File: src/rtl/dbn_pkg.sv
// Shared constants, Q1.15 limits and FSM state type for the DBN neuron datapath.
package dbn_pkg;

  localparam int PROD_W = 32;
  localparam int OUT_W  = 16;
  localparam int GUARD  = 8;
  localparam int ACC_W  = PROD_W + GUARD;
  localparam int CNT_W  = 9;

  localparam logic [OUT_W-1:0] Q15_MAX = 16'h7FFF;
  localparam logic [OUT_W-1:0] Q15_MIN = 16'h8000;

  typedef enum logic [1:0] {
    IDLE = 2'd0,
    ACC  = 2'd1,
    FIN  = 2'd2,
    OUT  = 2'd3
  } state_t;

endpackage

File: src/rtl/round_sat_q15.sv
// Combinational Q.31 accumulator to Q1.15 conversion: round half up,
// then clamp to the Q1.15 range and flag when clamping happened.
module round_sat_q15
  import dbn_pkg::*;
#(
  parameter int IN_W = ACC_W
) (
  input  logic [IN_W-1:0]  i_acc,
  output logic [OUT_W-1:0] o_y,
  output logic             o_sat
);

  // One extra bit so adding the rounding constant can never wrap.
  localparam logic signed [IN_W:0] HALF_LSB = {{(IN_W-15){1'b0}}, 1'b1, 15'd0};
  localparam logic signed [IN_W:0] R_MAX    = {{(IN_W-14){1'b0}}, 15'h7FFF};
  localparam logic signed [IN_W:0] R_MIN    = {{(IN_W-14){1'b1}}, 15'h0000};

  logic signed [IN_W:0] w_sum;
  logic signed [IN_W:0] w_shift;

  assign w_sum   = $signed({i_acc[IN_W-1], i_acc}) + HALF_LSB;
  assign w_shift = w_sum >>> 16;

  // Clamp the rounded value into Q1.15 and report saturation.
  always_comb begin
    o_y   = w_shift[OUT_W-1:0];
    o_sat = 1'b0;
    if (w_shift > R_MAX) begin
      o_y   = Q15_MAX;
      o_sat = 1'b1;
    end else if (w_shift < R_MIN) begin
      o_y   = Q15_MIN;
      o_sat = 1'b1;
    end else begin
      o_y   = w_shift[OUT_W-1:0];
      o_sat = 1'b0;
    end
  end

endmodule

File: src/rtl/neuron_accum.sv
// Neuron pre-activation accumulator: bias-seeded sum of n_terms Q1.31
// products in a guard-banded accumulator, emitted as a rounded, saturated
// Q1.15 result through a valid/ready handshake.
module neuron_accum
  import dbn_pkg::*;
(
  input  logic              clk,
  input  logic              rst_n,
  input  logic              en,
  input  logic              start,
  input  logic [CNT_W-1:0]  n_terms,
  input  logic [OUT_W-1:0]  bias_in,
  input  logic              prod_valid,
  input  logic [PROD_W-1:0] prod_in,
  output logic              prod_ready,
  output logic              y_valid,
  input  logic              y_ready,
  output logic [OUT_W-1:0]  y_out,
  output logic              y_sat,
  output logic              busy
);

  state_t             r_state;
  state_t             w_state_nxt;
  logic [ACC_W-1:0]   r_acc;
  logic [CNT_W-1:0]   r_cnt;
  logic [CNT_W-1:0]   r_n_lat;
  logic [CNT_W-1:0]   w_cnt_inc;
  logic               w_last_prod;
  logic               r_y_valid;
  logic [OUT_W-1:0]   r_y_out;
  logic               r_y_sat;
  logic [OUT_W-1:0]   w_rs_y;
  logic               w_rs_sat;

  assign w_cnt_inc   = r_cnt + {{(CNT_W-1){1'b0}}, 1'b1};
  assign w_last_prod = (w_cnt_inc == r_n_lat);

  round_sat_q15 #(.IN_W(ACC_W)) u_round_sat (
    .i_acc (r_acc),
    .o_y   (w_rs_y),
    .o_sat (w_rs_sat)
  );

  // Next-state logic; nothing advances while the clock enable is low.
  always_comb begin
    w_state_nxt = r_state;
    if (en) begin
      case (r_state)
        IDLE: begin
          if (start) begin
            w_state_nxt = (n_terms != {CNT_W{1'b0}}) ? ACC : FIN;
          end else begin
            w_state_nxt = IDLE;
          end
        end
        ACC: begin
          if (prod_valid && w_last_prod) begin
            w_state_nxt = FIN;
          end else begin
            w_state_nxt = ACC;
          end
        end
        FIN: w_state_nxt = OUT;
        OUT: begin
          if (y_ready) begin
            w_state_nxt = IDLE;
          end else begin
            w_state_nxt = OUT;
          end
        end
        default: w_state_nxt = IDLE;
      endcase
    end else begin
      w_state_nxt = r_state;
    end
  end

  // State register.
  always_ff @(posedge clk or negedge rst_n) begin
    if (!rst_n) begin
      r_state <= IDLE;
    end else begin
      r_state <= w_state_nxt;
    end
  end

  // Accumulator, term counter and held result registers.
  always_ff @(posedge clk or negedge rst_n) begin
    if (!rst_n) begin
      r_acc     <= {ACC_W{1'b0}};
      r_cnt     <= {CNT_W{1'b0}};
      r_n_lat   <= {CNT_W{1'b0}};
      r_y_valid <= 1'b0;
      r_y_out   <= {OUT_W{1'b0}};
      r_y_sat   <= 1'b0;
    end else if (en) begin
      case (r_state)
        IDLE: begin
          if (start) begin
            // Q1.15 bias aligned to the Q.31 accumulator binary point.
            r_acc   <= {{(ACC_W-OUT_W-16){bias_in[OUT_W-1]}}, bias_in, 16'd0};
            r_n_lat <= n_terms;
            r_cnt   <= {CNT_W{1'b0}};
          end
        end
        ACC: begin
          if (prod_valid) begin
            r_acc <= r_acc + {{GUARD{prod_in[PROD_W-1]}}, prod_in};
            r_cnt <= w_cnt_inc;
          end
        end
        FIN: begin
          r_y_out   <= w_rs_y;
          r_y_sat   <= w_rs_sat;
          r_y_valid <= 1'b1;
        end
        OUT: begin
          if (y_ready) begin
            r_y_valid <= 1'b0;
          end
        end
        default: begin
          r_y_valid <= 1'b0;
        end
      endcase
    end
  end

  assign prod_ready = en && (r_state == ACC);
  assign busy       = (r_state != IDLE);
  assign y_valid    = r_y_valid;
  assign y_out      = r_y_out;
  assign y_sat      = r_y_sat;

endmodule

File: config.mk
export PLATFORM = sky130hd
export DESIGN_NAME = neuron_accum
export DESIGN_NICKNAME = d
export VERILOG_FILES = /design/src/rtl/dbn_pkg.sv /design/src/rtl/round_sat_q15.sv /design/src/rtl/neuron_accum.sv
export SDC_FILE = /design/constraint.sdc
export NUM_CORES = 1
export LEC_CHECK = 0
export CAP_MARGIN = 20
export CORE_MARGIN = 2
export CORE_UTILIZATION = 45
export DETAILED_ROUTE_END_ITERATION = 16
export HOLD_SLACK_MARGIN = 0.05
export PLACE_DENSITY = 0.72
export SLEW_MARGIN = 20
export SYNTH_ARGS = -nofsm -noshare
export SYNTH_HDL_FRONTEND = slang
export SYNTH_SLANG_ARGS = --single-unit
File: constraint.sdc
create_clock -name clk -period 3.3 [get_ports clk]
set_clock_uncertainty 0.1 [all_clocks]
set_input_delay 0.99 -clock clk [delete_from_list [all_inputs] [get_ports clk]]
set_output_delay 0.99 -clock clk [all_outputs]
set_load 0.005 [all_outputs]
==> results of run 1 <==
cells in the final DEF (no fill, tap or decap), drive strengths merged, types with 5 or more instances in the layout:
| cell | count |
|---|---|
| buf | 132 |
| nand2 | 96 |
| dfrtp | 78 |
| clkdlybuf4s50 | 72 |
| a21oi | 65 |
| o21ai | 56 |
| nor2 | 48 |
| ha | 41 |
| xnor2 | 35 |
| nand3 | 27 |
| o211ai | 27 |
| xor2 | 25 |
| a21o | 19 |
| nand4 | 17 |
| inv | 16 |
| nor3 | 15 |
| and3 | 14 |
| clkbuf | 13 |
| mux2 | 12 |
| or3 | 11 |
| nand2b | 10 |
| mux2i | 7 |
| and4 | 7 |
| a22o | 6 |
| dlygate4sd2 | 6 |
| nor4 | 6 |
| a211oi | 6 |
| a31oi | 6 |
| o21a | 5 |
| nand3b | 5 |
| o21bai | 5 |
| or2 | 5 |
kinds of logic (layout without fill, tap and decap cells):
family,Yosys count,count (layout)
XOR/XNOR,62,62
AND/OR/NAND/NOR,275,275
multiplexers,19,19
other,0,1
flip-flops,78,78
buffers and inverters,56,245
AO/OA/AOI/OAI,230,230
adder cells (fa/ha/maj),42,42
worst paths after layout:
check | startpoint | endpoint | depth (start not counted)
setup / recovery | prod_in[5] | r_acc[32] | 10
hold / removal | y_out[14] | y_out[14] | 2
setup reg to reg | r_acc[15] | y_out[1] | 10
hold reg to reg | y_out[14] | y_out[14] | 2
max in group asynchronous | rst_n | r_state[0] | 2
min in group asynchronous | rst_n | y_out[1] | 1
worst min-delay path, stage by stage (launching register included):
cell and delay [ns]:
dfrtp_1 0.34, nand2_1 0.06, o211ai_2 0.05
area by class of cell:
type                            count  area (um^2)
Fill cell                        1200         5012
Antenna cell                        1        2.502
Clock buffer                       13        260.3
Sequential cell                    78         1952
Inverter                           16        60.06
Tap cell                          180        225.2
Timing Repair Buffer              213         1827
Multi-Input combinational cell    628         4452
Clock inverter                      3        90.09
through the flow:
stage,util,std cells,TNS (ns)
after floorplan,-,762,0
after global placement,0.5905,1106,-9.635
after detailed placement,0.5905,1106,-11.20
after CTS,0.6211,1124,-0.01701
after global routing,0.6387,1131,-0.04637
final,0.6389,1132,0
registers in the layout (all words and copies together), names as in the netlist:
register  cells
y_valid       1
r_n_lat       9
r_acc        40
y_out        16
y_sat         1
r_cnt         9
r_state       2
what timing repair did:
item / 4_1_cts / 5_1_grt
endpoints found under the setup margin: 14 / 20
gates resized for setup: 22 / 38
setup buffers: 2 / 7
pin swaps: 21 / 19
endpoints found under the hold margin: 0 / 0
routing by layer:
metal	GRT usage	wire length [um]	part of all wire	vias to the layer above
li1	-	-	-	3170
met1	0.3328	8516	0.45	3020
met2	0.4272	8813	0.47	178
met3	0.03644	1006	0.053	32
met4	0.09233	477	0.025	0
met5	0	0	0	-
where the power goes:
| group | internal, uW | switching [uW] | leakage, uW | total, uW |
|---|---|---|---|---|
| clock | 781 | 398 | 0.000170 | 1180 |
| sequential | 1330 | 485 | 0.000986 | 1810 |
| combinational | 2380 | 2270 | 0.00279 | 4650 |
| total | 4490 | 3150 | 0.00394 | 7640 |
==> results.sh, run 1 <==
export IMPL_status="finished, final reports clean"
export IMPL_yosysWarnings=0
export IMPL_grt_usage=0.2544
export IMPL_crit_type="primary input to flop"
export IMPL_synth_top_family_by_area="compound AO/OA/AOI/OAI gates"
export IMPL_die_x_um=123.3
export IMPL_maxCapViolCount=0
export IMPL_drt_iter0_markers=377
export IMPL_grt_pass1_wl_mm=30.20
export IMPL_num_rows=43
export IMPL_ys_flop_type="dfrtp_1"
export IMPL_place_area_mm2=0.008197
export IMPL_peakVddDrop_uv=349.0
export IMPL_cp_common_cell="o21ai_4"
export IMPL_coreArea_mm2=0.01388
export IMPL_rsz0062_at_grt="true"
export IMPL_viasPerCell=5.654
export IMPL_portBuffers=82
export IMPL_die_height_um=123.3
export IMPL_grt_overflow_total=0
export IMPL_dieArea_mm2=0.01521
export IMPL_finalInstanceArea_mm2=0.008869
export IMPL_fin_hold_ws_ns=0.3837
export IMPL_cts_buffers=9
export IMPL_grt_pass1_vias=6191
export IMPL_synthSimpleGateAreaFrac=0.2146
export IMPL_fin_ws_ns=0.05390
export IMPL_reg2reg_setup_slack_ns=0.19
export IMPL_slowest_delay_ns=0.42
export IMPL_synth_seq_cells=78
export IMPL_cp_top_family="compound AO/OA/AOI/OAI gates"
export IMPL_io_pins=83
export IMPL_slew_headroom=0.5092
export IMPL_drc_errors=0
export IMPL_hold_viol=0
export IMPL_drt_wl_total_mm=18.81
export IMPL_yosysUniqueCellTypes=67
export IMPL_grt_start_max_net_pins=41
export IMPL_drt_pre_antenna_iters=5
export IMPL_place_congestion=0.9104
export IMPL_setup_viol=0
export IMPL_syn_area_mm2=0.006409
export IMPL_clk_pin_slew_ns=0.06
export IMPL_p_per_area_mw_per_mm2=861.5
export IMPL_start_util=0.4617
export IMPL_synth_area_top_cells="dfrtp_1 (30%), ha_1 (8.0%), nand2_1 (5.6%), a21oi_1 (5.1%), xnor2_1 (4.8%)"
export IMPL_clk_latency_ns=0.34
export IMPL_yosysMostFrequentCell="nand2_1"
export IMPL_synth_edf_count=0
export IMPL_cp_start_kind="primary input"
export IMPL_cts_hold_buf=0
export IMPL_yosys_area_top_type="dfrtp_1"
export IMPL_hp_class="flop to flop"
export IMPL_layout_drive_gt1_share=0.2303
export IMPL_ys_seq_area_frac=0.3046
export IMPL_syn_nets=867
export IMPL_synth_xor_area_frac=0.08903
export IMPL_wl_per_cell_um=16.62
export IMPL_root_buffer="clkbuf_16"
export IMPL_synth_area_per_cell_um2=8.410
export IMPL_antenna_found_initial=1
export IMPL_total_power_uw=7640
export IMPL_worstSetupEndpointType="flop"
export IMPL_slowest_stage="clkdlybuf4s50_1"
export IMPL_maxSlewViolCount=0
export IMPL_yosysTopAreaCellShare=0.3046
export IMPL_clkSinkCount=78
export IMPL_cp_max_fo=3
export IMPL_syn_instance_count=762
export IMPL_path_buf_inv=1
export IMPL_synth_mux_area_frac=0.03202
export IMPL_worst_pin_slew_ns=0.7335
export IMPL_async_flop_share=1.000
export IMPL_arrival_ns=3.37
export IMPL_synthAdderAreaFrac=0.08317
export IMPL_cp_required_ns=3.43
export IMPL_cts_tree="yes"
export IMPL_cts_htree_levels=3
export IMPL_path_cells="clkdlybuf4s50_1 -> ha_1 -> a21o_1 -> or3_1 -> o21ai_4 -> o21ai_4 -> nor3_4 -> nor2_1 -> xor2_1 -> a221o_1"
export IMPL_period_share=0.9837
export IMPL_final_min_clock_period_ns=3.246
export IMPL_pre_cts_ws_ns=-0.8077
export IMPL_clockBufferDepth=2
export IMPL_syn2layout_area_growth_pct=38.38
export IMPL_hpwl_mm=14.49
export IMPL_synth_common_cells="nand2_1 (96), dfrtp_1 (78), a21oi_1 (65)"
export IMPL_p_leak_uw=0.003944
export IMPL_route_vias_total=6400
export IMPL_drtAntennaViolNets=0
export IMPL_fmax_mhz=308.1
export IMPL_synth_compound_area_frac=0.2386
export IMPL_nets=1051
Power figures use the tool's default switching activity.
==> run 2: changes to the inputs <==
GPL_ROUTABILITY_DRIVEN = 0   (was not set)
PLACE_DENSITY = 0.75   (was 0.72)
clock period = 2.8 ns   (was 3.3 ns; I/O delays follow)
==> results.sh, run 2 (synthesis gave the netlist of run 1 again) <==
export IMPL_worstSetupEndpointType="flop"
export IMPL_portBuffers=82
export IMPL_violations="setup timing"
export IMPL_cp_max_fo=3
export IMPL_setup_viol=3
export IMPL_place_area_mm2=0.008727
export IMPL_grt_overflow_total=0
export IMPL_dp_cells=1132
export IMPL_path_cells="dlygate4sd2_1 -> ha_4 -> nand4_1 -> buf_4 -> nor2_1 -> nand2_1 -> a31oi_4 -> nor3_4 -> o31ai_4 -> mux2i_1 -> nand2_1"
export IMPL_largest_reg_flops=40
export IMPL_fin_ws_ns=-0.07096
export IMPL_maxCapViolCount=0
export IMPL_clk_latency_ns=0.35
export IMPL_fmax_mhz=348.3
export IMPL_die_height_um=123.3
export IMPL_reg2reg_setup_slack_ns=-0.02
export IMPL_status="complete, but fails checks"
export IMPL_drt_iter0_markers=756
export IMPL_top_register="r_acc"
export IMPL_hold_viol=0
export IMPL_hp_class="primary input to asynchronous set/reset pin"
export IMPL_r2r_end="r_acc[32]"
export IMPL_grt_usage=0.2850
export IMPL_layout_commonest_cell="buf_4"
export IMPL_route_vias_total=7014
export IMPL_slowest_delay_ns=0.30
export IMPL_pre_cts_ws_ns=-0.7597
export IMPL_clkSinkCount=78
export IMPL_syn2layout_area_growth_pct=50.55
export IMPL_reg2reg_depth=11
export IMPL_grt_pass1_vias=6643
export IMPL_drt_pre_antenna_iters=5
export IMPL_drt_wl_total_mm=22.21
export IMPL_dieArea_mm2=0.01521
export IMPL_coreArea_mm2=0.01388
export IMPL_nets=1097
export IMPL_die_x_um=123.3
export IMPL_final_cells=1177
export IMPL_p_per_area_mw_per_mm2=1064
export IMPL_viasPerCell=5.959
export IMPL_peakVddDrop_uv=448.1
export IMPL_start_util=0.4617
export IMPL_finalInstanceArea_mm2=0.009648
export IMPL_num_rows=43
export IMPL_cp_start_kind="primary input"
export IMPL_crit_type="primary input to flop"
export IMPL_fillers=1043
export IMPL_wl_per_cell_um=18.87
export IMPL_grt_pass1_wl_mm=33.73
export IMPL_grt_start_max_net_pins=45
export IMPL_rr_startpoint="r_acc[15]"
export IMPL_clockBufferDepth=2
export IMPL_layout_drive_gt1_share=0.3541
export IMPL_slew_headroom=0.5119
export IMPL_hpwl_mm=15.60
export IMPL_antenna_found_initial=0
export IMPL_final_core_util=0.6951
export IMPL_p_leak_uw=0.004187
export IMPL_maxSlewViolCount=0
export IMPL_cp_required_ns=2.92
export IMPL_clk_pin_slew_ns=0.07
export IMPL_insertedDiodeCount=0
export IMPL_cp_top_family="simple AND/OR/NAND/NOR gates"
export IMPL_drc_errors=0
export IMPL_slowest_stage="ha_4"
export IMPL_path_buf_inv=2
export IMPL_period_share=1.025
export IMPL_cts_htree_levels=3
export IMPL_io_pins=83
export IMPL_root_buffer="clkbuf_16"
export IMPL_final_min_clock_period_ns=2.871
export IMPL_drtAntennaViolNets=0
export IMPL_cts_buffers=9
export IMPL_cts_tree="yes"
export IMPL_arrival_ns=2.99
export IMPL_worst_pin_slew_ns=0.7295
export IMPL_mostFrequentLayoutCells="buf_4 (168), nand2_1 (92), dfrtp_1 (66)"
export IMPL_cts_hold_buf=0
export IMPL_cp_common_cell="nand2_1"
## run 2: cell count changes in the layout (fill, tap and decap cells not counted), sizes merged
cell / delta
buf: +52
clkdlybuf4s50: -24
clkbuf: +12
clkdlybuf4s15: +2
clkinv: +2
inv: +2
bufinv: -1
diode: -1
dlygate4sd2: +1
## run 2: stage by stage
stage | power [uW] | TNS, ns | hold slack (ns)
after floorplan | 5441 | -0.01153 | 0.3538
after global placement | 7691 | -16.62 | 0.3634
after detailed placement | 7828 | -17.80 | 0.3699
after CTS | 9627 | 0 | 0.3527
after global routing | 10850 | -0.4816 | 0.3862
final | 10270 | -0.1231 | 0.3412
## run 2: timing repair
item	CTS	global route
setup endpoints to repair	29	37
cloned	0	0
pin swaps	59	46
resized for setup	101	87
buffers inserted	12	18
## run 2: layout make-up
cell class | count | area [um^2] | area share
flip-flops and latches | 78 | 1967 | 0.2039
clock buffers | 10 | 239.0 | 0.02477
inverters | 16 | 60.06 | 0.006225
multi-input cells | 628 | 4946 | 0.5126
clock inverters | 6 | 91.34 | 0.009467
repair buffers | 259 | 2120 | 0.2197
well taps | 180 | 225.2 | 0.02334
## run 2: worst register-to-register path, delay by kind of cell, from the launching register on
| family | cells | cell delay (ns) |
|---|---|---|
| xor gates and xnor gates | 1 | 0.17 |
| DFF | 1 | 0.45 |
| buffers and inverters | 2 | 0.31 |
| AOI/OAI and AO/OA | 4 | 0.79 |
| adders and majority gates | 1 | 0.23 |
| and+or+nand+nor | 3 | 0.64 |
## run 2: how the worst max path moves through the flow
stage	start	endpoint	cells after the start
after floorplan	prod_in[21]	r_acc[38]	9
after global placement	prod_in[8]	r_acc[33]	10
after detailed placement	prod_in[7]	r_acc[33]	10
after CTS	prod_in[28]	r_acc[39]	10
after global routing	prod_in[16]	r_acc[38]	11
final	prod_in[16]	r_acc[38]	11
## run 2: metal layers
metal  vias to the layer above  track usage  wire length, um
met2                       360       0.4633            10540
met3                        72      0.04428             1714
li1                       3265            -                -
met5                         -            0                0
met4                         0       0.1009              812
met1                      3317       0.3848             9148
## run 2: power by group
group / switching, uW / total, uW / internal (uW)
Clock: 506 / 1320 / 812
Combinational: 3300 / 6780 / 3490
Sequential: 584 / 2170 / 1580
